==> src/rtl/z80_alu16_seq_pkg.sv <==
// Shared definitions for the slice-serial 16-bit ALU: flag bit indices,
// mode codes, sequencer state encoding and small mode-decode helpers.
// Pure declarations, no logic or timing of its own.
package z80_alu16_seq_pkg;

  // Bit positions inside the F register
  localparam int FLAG_C_NUM  = 0;
  localparam int FLAG_N_NUM  = 1;
  localparam int FLAG_PV_NUM = 2;
  localparam int FLAG_3_NUM  = 3;
  localparam int FLAG_H_NUM  = 4;
  localparam int FLAG_5_NUM  = 5;
  localparam int FLAG_Z_NUM  = 6;
  localparam int FLAG_S_NUM  = 7;

  // Register-pair arithmetic mode codes
  localparam logic [1:0] ALU16_ADD = 2'b00;
  localparam logic [1:0] ALU16_ADC = 2'b01;
  localparam logic [1:0] ALU16_SUB = 2'b10;
  localparam logic [1:0] ALU16_SBC = 2'b11;

  typedef enum logic [1:0] {
    ST_IDLE = 2'd0,
    ST_RUN  = 2'd1,
    ST_DONE = 2'd2
  } alu16_state_t;

  // Subtracting modes invert operand 2 and report borrow instead of carry
  function automatic logic mode_is_sub(input logic [1:0] m);
    return (m == ALU16_SUB) || (m == ALU16_SBC);
  endfunction

  // Modes that consume the incoming C flag and compute S/Z/PV themselves
  function automatic logic mode_uses_cin(input logic [1:0] m);
    return (m == ALU16_ADC) || (m == ALU16_SBC);
  endfunction

endpackage

==> src/rtl/z80_alu_slice.sv <==
// Combinational SLICE-bit adder/subtractor slice with internal carry taps.
// Latency: zero (purely combinational).
// Backpressure: none; the caller sequences slices.
module z80_alu_slice #(
  parameter int SLICE = 8
) (
  input  logic [SLICE-1:0] a,
  input  logic [SLICE-1:0] b,
  input  logic             cin,
  input  logic             sub,
  output logic [SLICE-1:0] sum,
  output logic             cout,
  output logic             c_into_msb,
  output logic             c_into_bit
);

  logic [SLICE-1:0] bx;
  logic [SLICE:0]   tot;

  assign bx   = b ^ {SLICE{sub}};
  assign tot  = {1'b0, a} + {1'b0, bx} + {{SLICE{1'b0}}, cin};
  assign sum  = tot[SLICE-1:0];
  assign cout = tot[SLICE];

  // The carry into any bit is recovered as sum ^ a ^ b at that bit
  assign c_into_msb = sum[SLICE-1] ^ a[SLICE-1] ^ bx[SLICE-1];
  assign c_into_bit = sum[SLICE-4] ^ a[SLICE-4] ^ bx[SLICE-4];

endmodule

==> src/rtl/z80_alu16_seq.sv <==
// Slice-serial ADD/ADC/SUB/SBC for register pairs, SLICE bits per clock, LSB first.
// Latency: start accepted in cycle 0 -> busy cycles 1..NSLICE, done pulse cycle NSLICE+1.
// Backpressure: start ignored while busy; accepted again in IDLE or DONE.
// Optional macro Z80_UNDOC_FLAGS_EN: F5/F3 taken from result bits WIDTH-3/WIDTH-5.
module z80_alu16_seq
  import z80_alu16_seq_pkg::*;
#(
  parameter int WIDTH = 16,
  parameter int SLICE = 8
) (
  input  logic             clk,
  input  logic             reset,
  input  logic             start,
  input  logic [1:0]       mode,
  input  logic [WIDTH-1:0] a_in,
  input  logic [WIDTH-1:0] b_in,
  input  logic [7:0]       f_in,
  output logic             busy,
  output logic             done,
  output logic [WIDTH-1:0] result,
  output logic [7:0]       f_out
);

  localparam int NSLICE = WIDTH / SLICE;
  localparam int CW     = (NSLICE > 1) ? $clog2(NSLICE) : 1;

  alu16_state_t state_q, state_d;
  logic         accept, last;

  logic [CW-1:0]    cnt_q;
  logic [WIDTH-1:0] a_q, b_q, acc_q, acc_next;
  logic [1:0]       mode_q;
  logic             carry_q, zacc_q;
  logic             fs_q, fz_q, fpv_q;

  logic [SLICE-1:0] a_sl, b_sl, sum_sl;
  logic             cout_sl, cmsb_sl, cbit_sl;
  logic             sub_q, full_q;
  logic [7:0]       f_next;

`ifdef Z80_UNDOC_FLAGS_EN
  logic unused_f_in;
  assign unused_f_in = ^{f_in[5], f_in[4], f_in[3], f_in[1]};
`else
  logic f5_q, f3_q;
  logic unused_f_in;
  assign unused_f_in = ^{f_in[4], f_in[1]};
`endif

  assign busy = (state_q == ST_RUN);
  assign done = (state_q == ST_DONE);

  assign sub_q  = mode_is_sub(mode_q);
  assign full_q = mode_uses_cin(mode_q);

  assign a_sl = a_q[int'(cnt_q)*SLICE +: SLICE];
  assign b_sl = b_q[int'(cnt_q)*SLICE +: SLICE];

  z80_alu_slice #(.SLICE(SLICE)) u_slice (
    .a          (a_sl),
    .b          (b_sl),
    .cin        (carry_q),
    .sub        (sub_q),
    .sum        (sum_sl),
    .cout       (cout_sl),
    .c_into_msb (cmsb_sl),
    .c_into_bit (cbit_sl)
  );

  assign acc_next = acc_q | (WIDTH'(sum_sl) << (int'(cnt_q) * SLICE));

  // Sequencer state register
  always_ff @(posedge clk) begin
    if (reset) state_q <= ST_IDLE;
    else       state_q <= state_d;
  end

  // Next-state decode: accept in IDLE/DONE, leave RUN after the top slice
  always_comb begin
    state_d = state_q;
    accept  = 1'b0;
    last    = 1'b0;
    case (state_q)
      ST_IDLE: begin
        if (start) begin
          accept  = 1'b1;
          state_d = ST_RUN;
        end
      end
      ST_RUN: begin
        if (cnt_q == CW'(NSLICE - 1)) begin
          last    = 1'b1;
          state_d = ST_DONE;
        end
      end
      ST_DONE: begin
        if (start) begin
          accept  = 1'b1;
          state_d = ST_RUN;
        end else begin
          state_d = ST_IDLE;
        end
      end
      default: state_d = ST_IDLE;
    endcase
  end

  // Flag assembly for the top slice; H and C are reported as borrow when subtracting
  always_comb begin
    f_next              = 8'h00;
    f_next[FLAG_S_NUM]  = full_q ? acc_next[WIDTH-1] : fs_q;
    f_next[FLAG_Z_NUM]  = full_q ? (zacc_q & (sum_sl == '0)) : fz_q;
    f_next[FLAG_PV_NUM] = full_q ? (cmsb_sl ^ cout_sl) : fpv_q;
    f_next[FLAG_H_NUM]  = cbit_sl ^ sub_q;
    f_next[FLAG_N_NUM]  = sub_q;
    f_next[FLAG_C_NUM]  = cout_sl ^ sub_q;
`ifdef Z80_UNDOC_FLAGS_EN
    f_next[FLAG_5_NUM]  = acc_next[WIDTH-3];
    f_next[FLAG_3_NUM]  = acc_next[WIDTH-5];
`else
    f_next[FLAG_5_NUM]  = f5_q;
    f_next[FLAG_3_NUM]  = f3_q;
`endif
  end

  // Operand latch, slice iteration and result/flag update
  always_ff @(posedge clk) begin
    if (reset) begin
      cnt_q   <= '0;
      a_q     <= '0;
      b_q     <= '0;
      acc_q   <= '0;
      mode_q  <= 2'b00;
      carry_q <= 1'b0;
      zacc_q  <= 1'b0;
      fs_q    <= 1'b0;
      fz_q    <= 1'b0;
      fpv_q   <= 1'b0;
`ifndef Z80_UNDOC_FLAGS_EN
      f5_q    <= 1'b0;
      f3_q    <= 1'b0;
`endif
      result  <= '0;
      f_out   <= 8'h00;
    end else if (accept) begin
      cnt_q   <= '0;
      a_q     <= a_in;
      b_q     <= b_in;
      acc_q   <= '0;
      mode_q  <= mode;
      // Subtraction is a + ~b + 1 - borrow, so the chain is seeded with the inverted borrow
      carry_q <= (mode_uses_cin(mode) & f_in[FLAG_C_NUM]) ^ mode_is_sub(mode);
      zacc_q  <= 1'b1;
      fs_q    <= f_in[FLAG_S_NUM];
      fz_q    <= f_in[FLAG_Z_NUM];
      fpv_q   <= f_in[FLAG_PV_NUM];
`ifndef Z80_UNDOC_FLAGS_EN
      f5_q    <= f_in[FLAG_5_NUM];
      f3_q    <= f_in[FLAG_3_NUM];
`endif
    end else if (state_q == ST_RUN) begin
      carry_q <= cout_sl;
      zacc_q  <= zacc_q & (sum_sl == '0);
      acc_q   <= acc_next;
      cnt_q   <= last ? '0 : cnt_q + CW'(1);
      if (last) begin
        result <= acc_next;
        f_out  <= f_next;
      end
    end
  end

endmodule

==> config.mk <==
export PLATFORM = sky130hd
export DESIGN_NAME = z80_alu16_seq
export DESIGN_NICKNAME = d
export VERILOG_FILES = /design/src/rtl/z80_alu16_seq_pkg.sv /design/src/rtl/z80_alu_slice.sv /design/src/rtl/z80_alu16_seq.sv
export SDC_FILE = /design/constraint.sdc
export NUM_CORES = 1
export LEC_CHECK = 0
export ABC_AREA = 1
export ABC_CLOCK_PERIOD_IN_PS = 3550
export BUFFER_PORTS_ARGS = -buffer_cell sky130_fd_sc_hd__buf_4
export CORE_MARGIN = 3
export CORE_UTILIZATION = 55
export CTS_CLUSTER_DIAMETER = 30
export DETAILED_ROUTE_END_ITERATION = 16
export GPL_TIMING_DRIVEN = 0
export PLACE_DENSITY = 0.79
export SYNTH_ARGS = -nofsm -noshare
export SYNTH_HDL_FRONTEND = slang
export SYNTH_SLANG_ARGS = --single-unit
==> constraint.sdc <==
create_clock -name clk -period 3.55 [get_ports clk]
set_input_delay 0.5325 -clock clk [delete_from_list [all_inputs] [get_ports clk]]
set_output_delay 0.5325 -clock clk [all_outputs]
set_load 0.01 [all_outputs]
==> impl_metrics.csv <==
group,metric,value,unit
layout,drive_above_1_share,21.3,%
synth,synth_flop_cell,"dfxtp_1",
hold_path,worstHoldStart,"a_in[14]",
hold_path,hold_path_end,"a_q[14]",
sta,finalHoldViolations,0,
sta,fin_setup_tns,0,ns
critical_path,worstSetupPathType,"register to register",
synth,synth-seq-cells,84,
critical_path,reg2reg_depth,17,
critical_path,slowest_delay,0.42,ns
floorplan,die_h,89.5,um
floorplan,core_area,0.00657,mm^2
synth,syn-instance-count,518,
clock_network,clk_pin_slew,0.09,ns
drt,avgRoutedWirePerCell,14.2,um
synth,avgSynthCellArea,7.41,um^2
critical_path,r2r-start,"cnt_q",
clock_network,clockBufferDepth,2,
critical_path,cp-start-kind,"register",
synth,synth_area_leaders,"dfxtp_1 44%, nor2_1 10%, o21ai_0 8.1%, nand2_1 7.7%, inv_1 3.9%",
synth,syn_area,0.00384,mm^2
layout,area_growth,21.4,%
sta,final.setup.worst_slack,0.334,ns
clock_network,tritoncts,"done",
clock_network,cts_resized,0,
synth,synth_top_cell_area_share,43.8,%
synth,ys_seq_area_share,43.8,%
run,cap_violations,0,
global_routing,grt_pass1_vias,3282,
drt,firstDrtPassIters,5,
critical_path,cp_common_cell,"nand3_1",
global_routing,grt_max_degree,16,
synth,synth_nets,572,
sta,fin_crit_sh,90.6,%
clock_network,clockRootBuffer,"clkbuf_8",
placement,pre_cts_slack,0.387,ns
synth,ys_async_sr_fraction,0,%
synth,synth_edf_count,0,
critical_path,crit_start,"cnt_q",
drt,drtIter0Drc,258,
power,peakVddDrop,0.000368,V
sta,period_minus_slack,3.22,ns
clock_network,clock_sinks,84,
critical_path,worstPathCellList,"buf_6 -> inv_4 -> clkbuf_1 -> nand2_1 -> nand2_1 -> xor2_1 -> fa_1 -> inv_1 -> fa_1 -> inv_1 -> nand3_1 -> nand2_2 -> xor2_2 -> nand3_1 -> nor2_1 -> nand3_1 -> a21oi_2",
critical_path,cp.required,3.85,ns
clock_network,ctsHoldBuffers,0,
hold_path,whs_path_depth,3,
critical_path,r2r_setup_slack,0.33,ns
clock_network,cts_buffers,9,
drt,viasPerCell,5.25,
sta,fmax,311,MHz
sta,maxSlewViolCount,0,
synth,ys_types,38,
clock_network,htreeDepth,3,
power,leakagePower,2.17,nW
clock_network,insertion_delay,0.37,ns
sta,skew,0.00920,ns
sta,finalSetupViolations,0,
sta,worst_pin_slew,0.538,ns
global_routing,grt_pass1_wl,15400,um
floorplan,fp-row-count,29,
floorplan,io_pins,71,
layout,nNetsFinal,650,
clock_network,cts_setup_buffers,0,
drt,routed_wl,9830,um
layout,n_antenna_cell,0,
placement,hpwl,7370,um
drt,vias,3646,
critical_path,slowest_stage,"clkbuf_1",
drt,drc,0,
global_routing,grt_usage,25.5,%
floorplan,initial_core_util,58.4,%
critical_path,setup.worst_path.end_class,"register",
placement,gp_congestion,0.863,
status,outcome,"complete, no violations",
global_routing,overflow,0,
sta,grt_setup_unrepaired,"no",
floorplan,die_x,89.5,um
power,power.density,489,mW/mm^2
placement,io_buffers,67,
critical_path,crit_fanout,10,
critical_path,arrival,3.52,ns
synth,yosys_warnings,0,
global_routing,antenna_found_initial,0,
synth,synth_area_leader_cell,"dfxtp_1",
critical_path,timing.rr.end,"f_out[6]",
sta,slew_headroom,64.1,%
hold_path,hold_path_class,"input port to register",
floorplan,die_area,0.00802,mm^2
drt,antenna_left,0,
==> routing by layer <==
metal | routed length [um] | vias up | global-route usage, %
li1 | - | 1817 | -
met1 | 4350 | 1656 | 33.6
met2 | 4510 | 153 | 40.7
met3 | 770 | 20 | 5.90
met4 | 196 | 0 | 9.88
met5 | 0 | - | 0
==> critical path: cells and delay by family (launching register included) <==
kind                     cells  cell delay [ns]
AO/OA/AOI/OAI                1             0.14
adder cells (fa/ha/maj)      2             0.63
buffers and inverters        5             0.82
XOR/XNOR                     2             0.41
flip-flops                   1             0.32
AND/OR/NAND/NOR              7             0.80
==> per-stage QoR <==
stage	util [%]	area, um^2	power (mW)	hold WS (ns)	instances
floorplan	-	3840	1.42	0.424	518
global placement	67.9	4460	1.56	0.442	678
detailed placement	67.9	4460	1.58	0.450	678
CTS	70.9	4660	2.28	0.412	694
global route	70.9	4660	2.38	0.427	694
finish	70.9	4660	2.28	0.412	694
==> registers in the layout (all words and copies together) (netlist names) <==
register / count
zacc_q: 1
mode_q: 2
carry_q: 1
f3_q: 1
f5_q: 1
f_out: 8
fz_q: 1
cnt_q: 1
a_q: 16
acc_q: 16
state_q: 2
b_q: 16
fs_q: 1
fpv_q: 1
result: 16
==> worst max-delay path by stage <==
stage	end	cells after the start	slack, ns
floorplan	f_out[4]	18	0.91
global placement	f_out[6]	17	0.49
detailed placement	f_out[6]	17	0.39
CTS	f_out[6]	17	0.37
global route	f_out[6]	17	0.12
finish	f_out[6]	17	0.33
==> power by group <==
part           total [mW]  switching (mW)  internal [mW]
Sequential           1.03          0.0312          0.999
Clock               0.712           0.379          0.333
Combinational       0.535           0.332          0.203
Total                2.28           0.742           1.53
==> kinds of logic after synthesis <==
logic type | Yosys count | synth area share [%]
AO/OA/AOI/OAI | 113 | 16.3
XOR/XNOR | 12 | 2.93
adder cells (fa/ha/maj) | 9 | 3.33
buffers and inverters | 73 | 8.28
flip-flops | 84 | 43.8
multiplexers | 1 | 0.359
AND/OR/NAND/NOR | 226 | 25.0
==> Yosys cell counts (2+ instances only) <==
| master | count |
|---|---|
| nor2_1 | 103 |
| dfxtp_1 | 84 |
| nand2_1 | 79 |
| o21ai_0 | 62 |
| inv_1 | 40 |
| a21oi_1 | 28 |
| nand3_1 | 17 |
| clkbuf_1 | 16 |
| nand2_2 | 13 |
| xor2_1 | 10 |
| a31oi_1 | 7 |
| ha_1 | 7 |
| inv_2 | 6 |
| o211ai_1 | 5 |
| buf_4 | 4 |
| a21oi_2 | 3 |
| buf_2 | 3 |
| buf_6 | 3 |
| nand3_2 | 3 |
| nor3_1 | 3 |
| o21a_1 | 3 |
| fa_1 | 2 |
| nor2_2 | 2 |
==> layout make-up <==
cell class / instances / area (um^2)
Clock inverter: 6 / 72.6
Sequential cell: 84 / 1680
Timing Repair Buffer: 67 / 503
Multi-Input combinational cell: 361 / 1840
Buffer: 26 / 139
Fill cell: 583 / 1910
Tap cell: 93 / 116
Inverter: 47 / 179
Clock buffer: 10 / 128
==> cell usage in the layout (no fill, tap or decap), drive strengths merged <==
cell type	count
nand2	92
and2	1
clkbuf	26
o2111ai	1
mux2i	1
buf	77
o21bai	2
xor2	11
xnor2	1
dfxtp	84
o221ai	1
o211ai	5
o21a	3
or2	2
clkinvlp	3
o21ai	63
bufinv	1
a21oi	31
fa	2
nor3	4
nand4	1
ha	7
inv	49
nor2	106
nand3	20
a31oi	7
No activity file was read; power rests on OpenSTA's default activity.
